[src/rtl/gmux_seq_pkg.sv]
// Shared types and constants for the global clock mux enable sequencer.
// Quadrant and switch FSM encodings, quadrant indices, counter sizing.
package gmux_seq_pkg;

  typedef enum logic [2:0] {
    OFF,
    WAKE,
    ARM,
    ON,
    DRAIN,
    DISARM
  } quad_state_e;

  typedef enum logic [2:0] {
    SW_IDLE,
    SW_QUIESCE,
    SW_PRE,
    SW_FLIP,
    SW_POST,
    SW_ACK
  } sw_state_e;

  localparam int unsigned TL = 0;
  localparam int unsigned TR = 1;
  localparam int unsigned BL = 2;
  localparam int unsigned BR = 3;

  function automatic int unsigned cnt_width(input int unsigned wake, input int unsigned settle);
    int unsigned m;
    m = (wake > settle) ? wake : settle;
    return $clog2(m + 1);
  endfunction

endpackage

[src/rtl/gmux_quad_fsm.sv]
// One quadrant's enable sequencer: OFF->WAKE->ARM->ON->DRAIN->DISARM->OFF.
// Every output is a flop loaded from the next state.
module gmux_quad_fsm
  import gmux_seq_pkg::*;
#(
  parameter int unsigned WAKE_CYCLES   = 8,
  parameter int unsigned SETTLE_CYCLES = 2,
  parameter int unsigned CNT_W         = cnt_width(WAKE_CYCLES, SETTLE_CYCLES)
) (
  input  logic CLK,
  input  logic RST_N,
  input  logic i_req,
  input  logic i_hold,
  output logic o_vlp,
  output logic o_dynen,
  output logic o_den,
  output logic o_on,
  output logic o_waking,
  output logic o_busy
);

  localparam logic [CNT_W-1:0] WAKE_LD   = CNT_W'(WAKE_CYCLES - 1);
  localparam logic [CNT_W-1:0] SETTLE_LD = CNT_W'(SETTLE_CYCLES - 1);

  quad_state_e      r_state, w_state_nxt;
  logic [CNT_W-1:0] r_cnt, w_cnt_nxt, w_cnt_dec;
  logic             r_held, w_held_nxt;
  logic             r_vlp, r_dynen, r_den, r_on, r_waking, r_busy;

  assign w_cnt_dec = r_cnt - CNT_W'(1);

  always_comb begin
    w_state_nxt = r_state;
    w_cnt_nxt   = r_cnt;
    w_held_nxt  = r_held;
    case (r_state)
      OFF: begin
        if (i_req) begin
          w_state_nxt = WAKE;
          w_cnt_nxt   = WAKE_LD;
        end
      end
      WAKE: begin
        if (r_cnt == '0) begin
          w_state_nxt = ARM;
          w_cnt_nxt   = SETTLE_LD;
        end else begin
          w_cnt_nxt = w_cnt_dec;
        end
      end
      ARM: begin
        if (r_cnt == '0) w_state_nxt = ON;
        else             w_cnt_nxt   = w_cnt_dec;
      end
      ON: begin
        if (!i_req) begin
          w_state_nxt = DRAIN;
          w_cnt_nxt   = SETTLE_LD;
          w_held_nxt  = i_hold;
        end
      end
      DRAIN: begin
        // A drain started by a source switch parks here; on release it may
        // jump straight back to ON without a full power cycle.
        if (r_held && i_hold) begin
          w_cnt_nxt = (r_cnt == '0) ? '0 : w_cnt_dec;
        end else if (r_held && i_req) begin
          w_state_nxt = ON;
          w_held_nxt  = 1'b0;
        end else if (r_cnt == '0) begin
          w_state_nxt = DISARM;
          w_cnt_nxt   = SETTLE_LD;
          w_held_nxt  = 1'b0;
        end else begin
          w_cnt_nxt = w_cnt_dec;
        end
      end
      DISARM: begin
        if (r_cnt == '0) w_state_nxt = OFF;
        else             w_cnt_nxt   = w_cnt_dec;
      end
      default: w_state_nxt = OFF;
    endcase
  end

  always_ff @(posedge CLK or negedge RST_N) begin
    if (!RST_N) begin
      r_state  <= OFF;
      r_cnt    <= '0;
      r_held   <= 1'b0;
      r_vlp    <= 1'b1;
      r_dynen  <= 1'b0;
      r_den    <= 1'b0;
      r_on     <= 1'b0;
      r_waking <= 1'b0;
      r_busy   <= 1'b0;
    end else begin
      r_state  <= w_state_nxt;
      r_cnt    <= w_cnt_nxt;
      r_held   <= w_held_nxt;
      r_vlp    <= (w_state_nxt == OFF);
      r_dynen  <= (w_state_nxt inside {ARM, ON, DRAIN});
      r_den    <= (w_state_nxt == ON);
      r_on     <= (w_state_nxt == ON);
      r_waking <= (w_state_nxt inside {WAKE, ARM});
      r_busy   <= !(w_state_nxt inside {OFF, ON});
    end
  end

  assign o_vlp    = r_vlp;
  assign o_dynen  = r_dynen;
  assign o_den    = r_den;
  assign o_on     = r_on;
  assign o_waking = r_waking;
  assign o_busy   = r_busy;

endmodule

[src/rtl/gmux_quad_en_seq.sv]
// Global clock mux sequencer: four quadrant enable FSMs plus a source-switch
// FSM that quiesces all quadrants around an SSEL change.
module gmux_quad_en_seq
  import gmux_seq_pkg::*;
#(
  parameter int unsigned WAKE_CYCLES   = 8,
  parameter int unsigned SETTLE_CYCLES = 2,
  parameter logic [3:0]  SEN_MASK      = 4'b1111
) (
  input  logic       CLK,
  input  logic       RST_N,
  input  logic [3:0] QEN_REQ,
  input  logic       SSEL_VALID,
  input  logic       SSEL_NEW,
  output logic       SSEL_READY,
  output logic       SSEL_ACK,
  output logic       SSEL,
  output logic       TL_SEN,
  output logic       TR_SEN,
  output logic       BL_SEN,
  output logic       BR_SEN,
  output logic       TL_DEN,
  output logic       TR_DEN,
  output logic       BL_DEN,
  output logic       BR_DEN,
  output logic       TL_DYNEN,
  output logic       TR_DYNEN,
  output logic       BL_DYNEN,
  output logic       BR_DYNEN,
  output logic       TL_VLP,
  output logic       TR_VLP,
  output logic       BL_VLP,
  output logic       BR_VLP,
  output logic [3:0] Q_ON,
  output logic       BUSY
);

  localparam int unsigned      CNT_W     = cnt_width(WAKE_CYCLES, SETTLE_CYCLES);
  localparam logic [CNT_W-1:0] SETTLE_LD = CNT_W'(SETTLE_CYCLES - 1);

  sw_state_e        r_sw, w_sw_nxt;
  logic [CNT_W-1:0] r_sw_cnt, w_sw_cnt_nxt, w_sw_cnt_dec;
  logic             r_ovr, r_ssel, r_ack, r_ready, r_sw_busy;
  logic [3:0]       w_eff_req;
  logic [3:0]       w_vlp, w_dynen, w_den, w_on, w_waking, w_busy;
  logic             w_quiet;

  assign w_eff_req    = QEN_REQ & ~{4{r_ovr}};
  assign w_quiet      = ~|w_den & ~|w_waking;
  assign w_sw_cnt_dec = r_sw_cnt - CNT_W'(1);

  for (genvar g = 0; g < 4; g++) begin : g_quad
    gmux_quad_fsm #(
      .WAKE_CYCLES  (WAKE_CYCLES),
      .SETTLE_CYCLES(SETTLE_CYCLES),
      .CNT_W        (CNT_W)
    ) u_quad (
      .CLK     (CLK),
      .RST_N   (RST_N),
      .i_req   (w_eff_req[g]),
      .i_hold  (r_ovr),
      .o_vlp   (w_vlp[g]),
      .o_dynen (w_dynen[g]),
      .o_den   (w_den[g]),
      .o_on    (w_on[g]),
      .o_waking(w_waking[g]),
      .o_busy  (w_busy[g])
    );
  end

  always_comb begin
    w_sw_nxt     = r_sw;
    w_sw_cnt_nxt = r_sw_cnt;
    case (r_sw)
      SW_IDLE: begin
        if (SSEL_VALID && r_ready) begin
          if (SSEL_NEW == r_ssel) begin
            w_sw_nxt     = SW_ACK;
            w_sw_cnt_nxt = '0;
          end else begin
            w_sw_nxt = SW_QUIESCE;
          end
        end
      end
      SW_QUIESCE: begin
        if (w_quiet) begin
          w_sw_nxt     = SW_PRE;
          w_sw_cnt_nxt = SETTLE_LD;
        end
      end
      SW_PRE: begin
        if (r_sw_cnt == '0) w_sw_nxt     = SW_FLIP;
        else                w_sw_cnt_nxt = w_sw_cnt_dec;
      end
      SW_FLIP: begin
        w_sw_nxt     = SW_POST;
        w_sw_cnt_nxt = SETTLE_LD;
      end
      SW_POST: begin
        // One extra ACK cycle lets held quadrants re-enable before the pulse.
        if (r_sw_cnt == '0) begin
          w_sw_nxt     = SW_ACK;
          w_sw_cnt_nxt = CNT_W'(1);
        end else begin
          w_sw_cnt_nxt = w_sw_cnt_dec;
        end
      end
      SW_ACK: begin
        if (r_sw_cnt == '0) w_sw_nxt     = SW_IDLE;
        else                w_sw_cnt_nxt = w_sw_cnt_dec;
      end
      default: w_sw_nxt = SW_IDLE;
    endcase
  end

  always_ff @(posedge CLK or negedge RST_N) begin
    if (!RST_N) begin
      r_sw      <= SW_IDLE;
      r_sw_cnt  <= '0;
      r_ovr     <= 1'b0;
      r_ssel    <= 1'b0;
      r_ack     <= 1'b0;
      r_ready   <= 1'b0;
      r_sw_busy <= 1'b0;
    end else begin
      r_sw      <= w_sw_nxt;
      r_sw_cnt  <= w_sw_cnt_nxt;
      r_ovr     <= (w_sw_nxt inside {SW_QUIESCE, SW_PRE, SW_FLIP, SW_POST});
      r_ack     <= (w_sw_nxt == SW_ACK) && (w_sw_cnt_nxt == '0);
      r_ready   <= (w_sw_nxt == SW_IDLE);
      r_sw_busy <= (w_sw_nxt inside {SW_QUIESCE, SW_PRE, SW_FLIP, SW_POST});
      if (r_sw == SW_PRE && w_sw_nxt == SW_FLIP) r_ssel <= ~r_ssel;
    end
  end

  assign SSEL_READY = r_ready;
  assign SSEL_ACK   = r_ack;
  assign SSEL       = r_ssel;
  assign BUSY       = r_sw_busy | (|w_busy);
  assign Q_ON       = w_on;

  assign TL_SEN = SEN_MASK[TL];
  assign TR_SEN = SEN_MASK[TR];
  assign BL_SEN = SEN_MASK[BL];
  assign BR_SEN = SEN_MASK[BR];

  assign TL_DEN = w_den[TL];
  assign TR_DEN = w_den[TR];
  assign BL_DEN = w_den[BL];
  assign BR_DEN = w_den[BR];

  assign TL_DYNEN = w_dynen[TL];
  assign TR_DYNEN = w_dynen[TR];
  assign BL_DYNEN = w_dynen[BL];
  assign BR_DYNEN = w_dynen[BR];

  assign TL_VLP = w_vlp[TL];
  assign TR_VLP = w_vlp[TR];
  assign BL_VLP = w_vlp[BL];
  assign BR_VLP = w_vlp[BR];

endmodule
[config.mk]
export PLATFORM = sky130hd
export DESIGN_NAME = gmux_quad_en_seq
export DESIGN_NICKNAME = d
export VERILOG_FILES = /design/src/rtl/gmux_seq_pkg.sv /design/src/rtl/gmux_quad_fsm.sv /design/src/rtl/gmux_quad_en_seq.sv
export SDC_FILE = /design/constraint.sdc
export NUM_CORES = 1
export LEC_CHECK = 0
export CORE_UTILIZATION = 41
export CTS_BUF_LIST = sky130_fd_sc_hd__clkbuf_2
export DETAILED_ROUTE_END_ITERATION = 8
export PLACE_DENSITY = 0.61
export RECOVER_POWER = 50
export SLEW_MARGIN = 20
export SYNTH_ARGS = -nofsm -noshare
export SYNTH_HDL_FRONTEND = slang
export SYNTH_SLANG_ARGS = --single-unit
[constraint.sdc]
create_clock -name CLK -period 2.35 [get_ports CLK]
set_clock_uncertainty 0.1 [all_clocks]
set_input_delay 0.235 -clock CLK [delete_from_list [all_inputs] [get_ports CLK]]
set_output_delay 0.235 -clock CLK [all_outputs]
set_load 0.01 [all_outputs]
==> reports/qor.csv <==
stage;metric;value;unit
logic_synthesis;top-area cell type share of the netlist area;0.379;
route;drt via density;5.21;
logic_synthesis;ys async rst share;1.00;
logic_synthesis;largest family of logic cells by synthesized area;simple AND/OR/NAND/NOR gates;
timing;Worst Tran Pin Value;1.15;ns
power_and_ir_drop;P per Cell Area;1560;mW/mm^2
final_layout;multi-input logic area;0.00213;mm^2
critical_path;WP data arrival;2.70;ns
route;Antenna Violating Nets Remaining;0;
logic_synthesis;top-count cell post-synth;dfrtp_1;
clock_tree;Worst-Skew Late Latency;0.52;ns
place;placement-stage worst setup slack;-0.136;ns
timing;final hold violations;0;
logic_synthesis;Avg Cell Area, Syn;8.91;um^2
final_layout;NumNets Final;525;
clock_tree;Sink Count;63;
power_and_ir_drop;P_leak;2.19;nW
clock_tree;clk slew on worst S/H paths;0.20;ns
grt;met3 usage;0.0372;
logic_synthesis;synthesized area;0.00389;mm^2
timing;Final WS setup;-0.0257;ns
final_layout;Finished Cell Area;0.00482;mm^2
final_layout;share of cells above drive strength 1;0.215;
route;via count;3338;
final_layout;Layout Cells excl Fill;641;
final_layout;Fillers;875;
grt;first-pass GRT wire length;14400;um
floorplanning;core area;0.00924;mm^2
floorplanning;die width;99.5;um
clock_tree;CTS root buf;clkbuf_2;
route;total length of routed wires;8500;um
route;wire per inst;13.3;um
timing;post-layout min period;2.38;ns
final_layout;# diodes;0;
place;Post-DP Area;0.00454;mm^2
logic_synthesis;ranking of synthesized cells by area;dfrtp_1, o21ai_0, nand2_1;
status;status;complete, but fails checks;
logic_synthesis;ys flop type;dfrtp_1;
clock_tree;clk buf depth;2;
critical_path;peak fanout along the critical path;4;
min_path;Hold Path Class;input port to async pin;
logic_synthesis;Yosys warning count;0;
clock_tree;total CTS buffers;9;
critical_path;CP endpoint kind;flip-flop;
logic_synthesis;synth unique cells;68;
place;Port Buf Inserts;27;
logic_synthesis;sequential share of the synthesized area;0.406;
logic_synthesis;mux share of post-synthesis cell area;0.0405;
critical_path;CP Launch Type;flip-flop;
critical_path;max incr delay on CP;0.43;ns
logic_synthesis;EDFF count, synth;0;
logic_synthesis;adder-cell share of the synthesized area;0.0373;
timing;final setup vio count;3;
place;GPL Wtd Cong;0.817;
place;Final HPWL DP;6260;um
floorplanning;Initial Util;0.422;
grt;initial antenna violation count;0;
grt;gr ovfl total;0;
logic_synthesis;count of state elements after synthesis;63;
timing;max_slew headroom;0.232;
logic_synthesis;area leader, netlist;dfrtp_1;
power_and_ir_drop;worst ir drop on vdd;591;uV
route;DRC Markers;0;
timing;Final Cycle Share;1.01;
clock_tree;htree depth;3;
floorplanning;Rows;35;
status;failing checks;negative setup slack;
timing;max-slew violations;0;
critical_path;Slowest-stage cell, CP;dfrtp_1;
timing;RSZ-0062 raised after global routing;yes;
critical_path;Setup Crit Path Kind;flip-flop to flip-flop;
logic_synthesis;post-synthesis compound-gate area fraction;0.186;
floorplanning;io pins;32;
grt;met2 Usage GRT;0.290;
logic_synthesis;XOR/XNOR Fraction of Synth Area;0.0225;
final_layout;Post-Route Utilization;0.521;
final_layout;Layout area overhead;23.7;%
final_layout;Seq. cell area;0.00158;mm^2
grt;vias in the first global route;3135;
critical_path;crit path cell chain;inv_2 > ha_4 > nor3b_1 > o32ai_1 > a211o_1 > and2_4 > or3_1 > a22o_1;
logic_synthesis;commonest cells in the netlist;dfrtp_1, nand2_1, nor2_1;
route;drt first pass iters;4;
critical_path;WP data required;2.68;ns
logic_synthesis;post-synthesis simple-gate area fraction;0.235;
clock_tree;CTS tree;yes;
floorplanning;Die Ht;99.5;um
grt;GR peak layer;met2;
run;maxcap violations;0;
timing;Max Freq;421;MHz
logic_synthesis;Mapped Cells;437;
grt;pin count of the biggest net entering global routing;45;
grt;M1 GR Usage;0.243;
grt;Overall Global Routing Usage;0.182;
floorplanning;die area;0.00989;mm^2
place;placed insts;613;
route;initial drt markers;166;
[routing by layer]
layer  up-vias  wire length (um)
li1       1682                 -
met1      1592              4070
met2        52              4060
met3        12               238
met4         0               126
met5         -                 0
[path summary, 6_finish.rpt]
path,start,endpoint,slack (ns),cells past startpoint
hold reg to reg,SSEL,SSEL,0.43,1
max in group asynchronous,RST_N,g_quad[2].u_quad.o_vlp,0.93,3
setup / recovery,g_quad[0].u_quad.r_cnt[1],g_quad[0].u_quad.r_cnt[2],-0.03,8
hold / removal,RST_N,g_quad[3].u_quad.r_state[0],0.33,2
min in group CLK,QEN_REQ[1],g_quad[1].u_quad.r_held,0.40,4
setup reg to reg,g_quad[0].u_quad.r_cnt[1],g_quad[0].u_quad.r_cnt[2],-0.03,8
[cell usage in the layout (no fill, tap or decap), drive strengths merged, types with 4 or more instances in the layout]
| master | instances |
|---|---|
| dfrtp | 59 |
| buf | 53 |
| nand2 | 36 |
| nor2 | 36 |
| inv | 34 |
| o21ai | 29 |
| clkdlybuf4s50 | 25 |
| a21oi | 20 |
| nor2b | 16 |
| nor3 | 12 |
| clkbuf | 12 |
| nand2b | 11 |
| nand3 | 10 |
| ha | 10 |
| mux2i | 9 |
| nor3b | 8 |
| a31oi | 7 |
| xnor2 | 7 |
| clkinv | 7 |
| or3 | 6 |
| nor4 | 6 |
| a21o | 6 |
| or3b | 6 |
| o221ai | 5 |
| mux2 | 5 |
| o22ai | 4 |
| a211o | 4 |
| a22o | 4 |
| conb | 4 |
| dfstp | 4 |
| and2 | 4 |
[repair_timing]
item,in CTS,in global routing
pin swaps,0,7
cloned,0,0
resized for setup,9,21
hold endpoints to repair,60,0
buffers inserted,2,9
hold buffers,1,0
setup endpoints to repair,15,16
[stage by stage]
| step | hold slack [ns] | setup TNS (ns) | power, mW |
|---|---|---|---|
| after global placement | 0.133 | -0.248 | 6.50 |
| after floorplan | -0.161 | -0.239 | 5.08 |
| after CTS | 0.0644 | -0.0258 | 7.35 |
| after detailed placement | 0.129 | -0.482 | 6.60 |
| final | 0.334 | -0.0519 | 7.52 |
| after global routing | 0.381 | -0.780 | 8.23 |
[cells by family (layout without fill, tap and decap cells)]
family / after synthesis / after routing
AND/OR/NAND/NOR: 168 / 168
buffers and inverters: 62 / 134
flip-flops: 63 / 63
AO/OA/AOI/OAI: 107 / 107
multiplexers: 14 / 14
other: 1 / 4
XOR/XNOR: 10 / 10
adder cells (fa/ha/maj): 12 / 12
[sequential cells by signal, indices dropped and copies added (netlist names)]
name	count
g_quad.u_quad.o_vlp	4
g_quad.u_quad.o_waking	4
SSEL	1
g_quad.u_quad.o_den	4
g_quad.u_quad.r_state	12
r_sw_busy	1
r_sw_cnt	4
g_quad.u_quad.o_dynen	4
g_quad.u_quad.o_busy	4
g_quad.u_quad.r_held	4
SSEL_READY	1
g_quad.u_quad.r_cnt	16
SSEL_ACK	1
r_sw	3
[worst max-delay path: cells and delay by family, from the launching register on]
kind,cells,cell delay [ns]
adders and majority gates,1,0.12
and+or+nand+nor,3,0.91
buffers and inverters,1,0.08
AOI/OAI and AO/OA,3,0.68
DFF,1,0.43
[area by class of cell]
type / instances / share of cell area
clock inverter: 7 / 0.0132
inverter: 35 / 0.0283
clock buffer: 9 / 0.00935
sequential: 63 / 0.329
multi-input combinational: 315 / 0.443
timing repair buffer: 83 / 0.144
tap: 129 / 0.0335
[power breakdown]
group          total [mW]  internal (mW)  switching (mW)
Combinational        4.72           2.38            2.34
Clock               0.641          0.238           0.403
Sequential           2.15           1.62           0.533
Power figures use the tool's default switching activity.
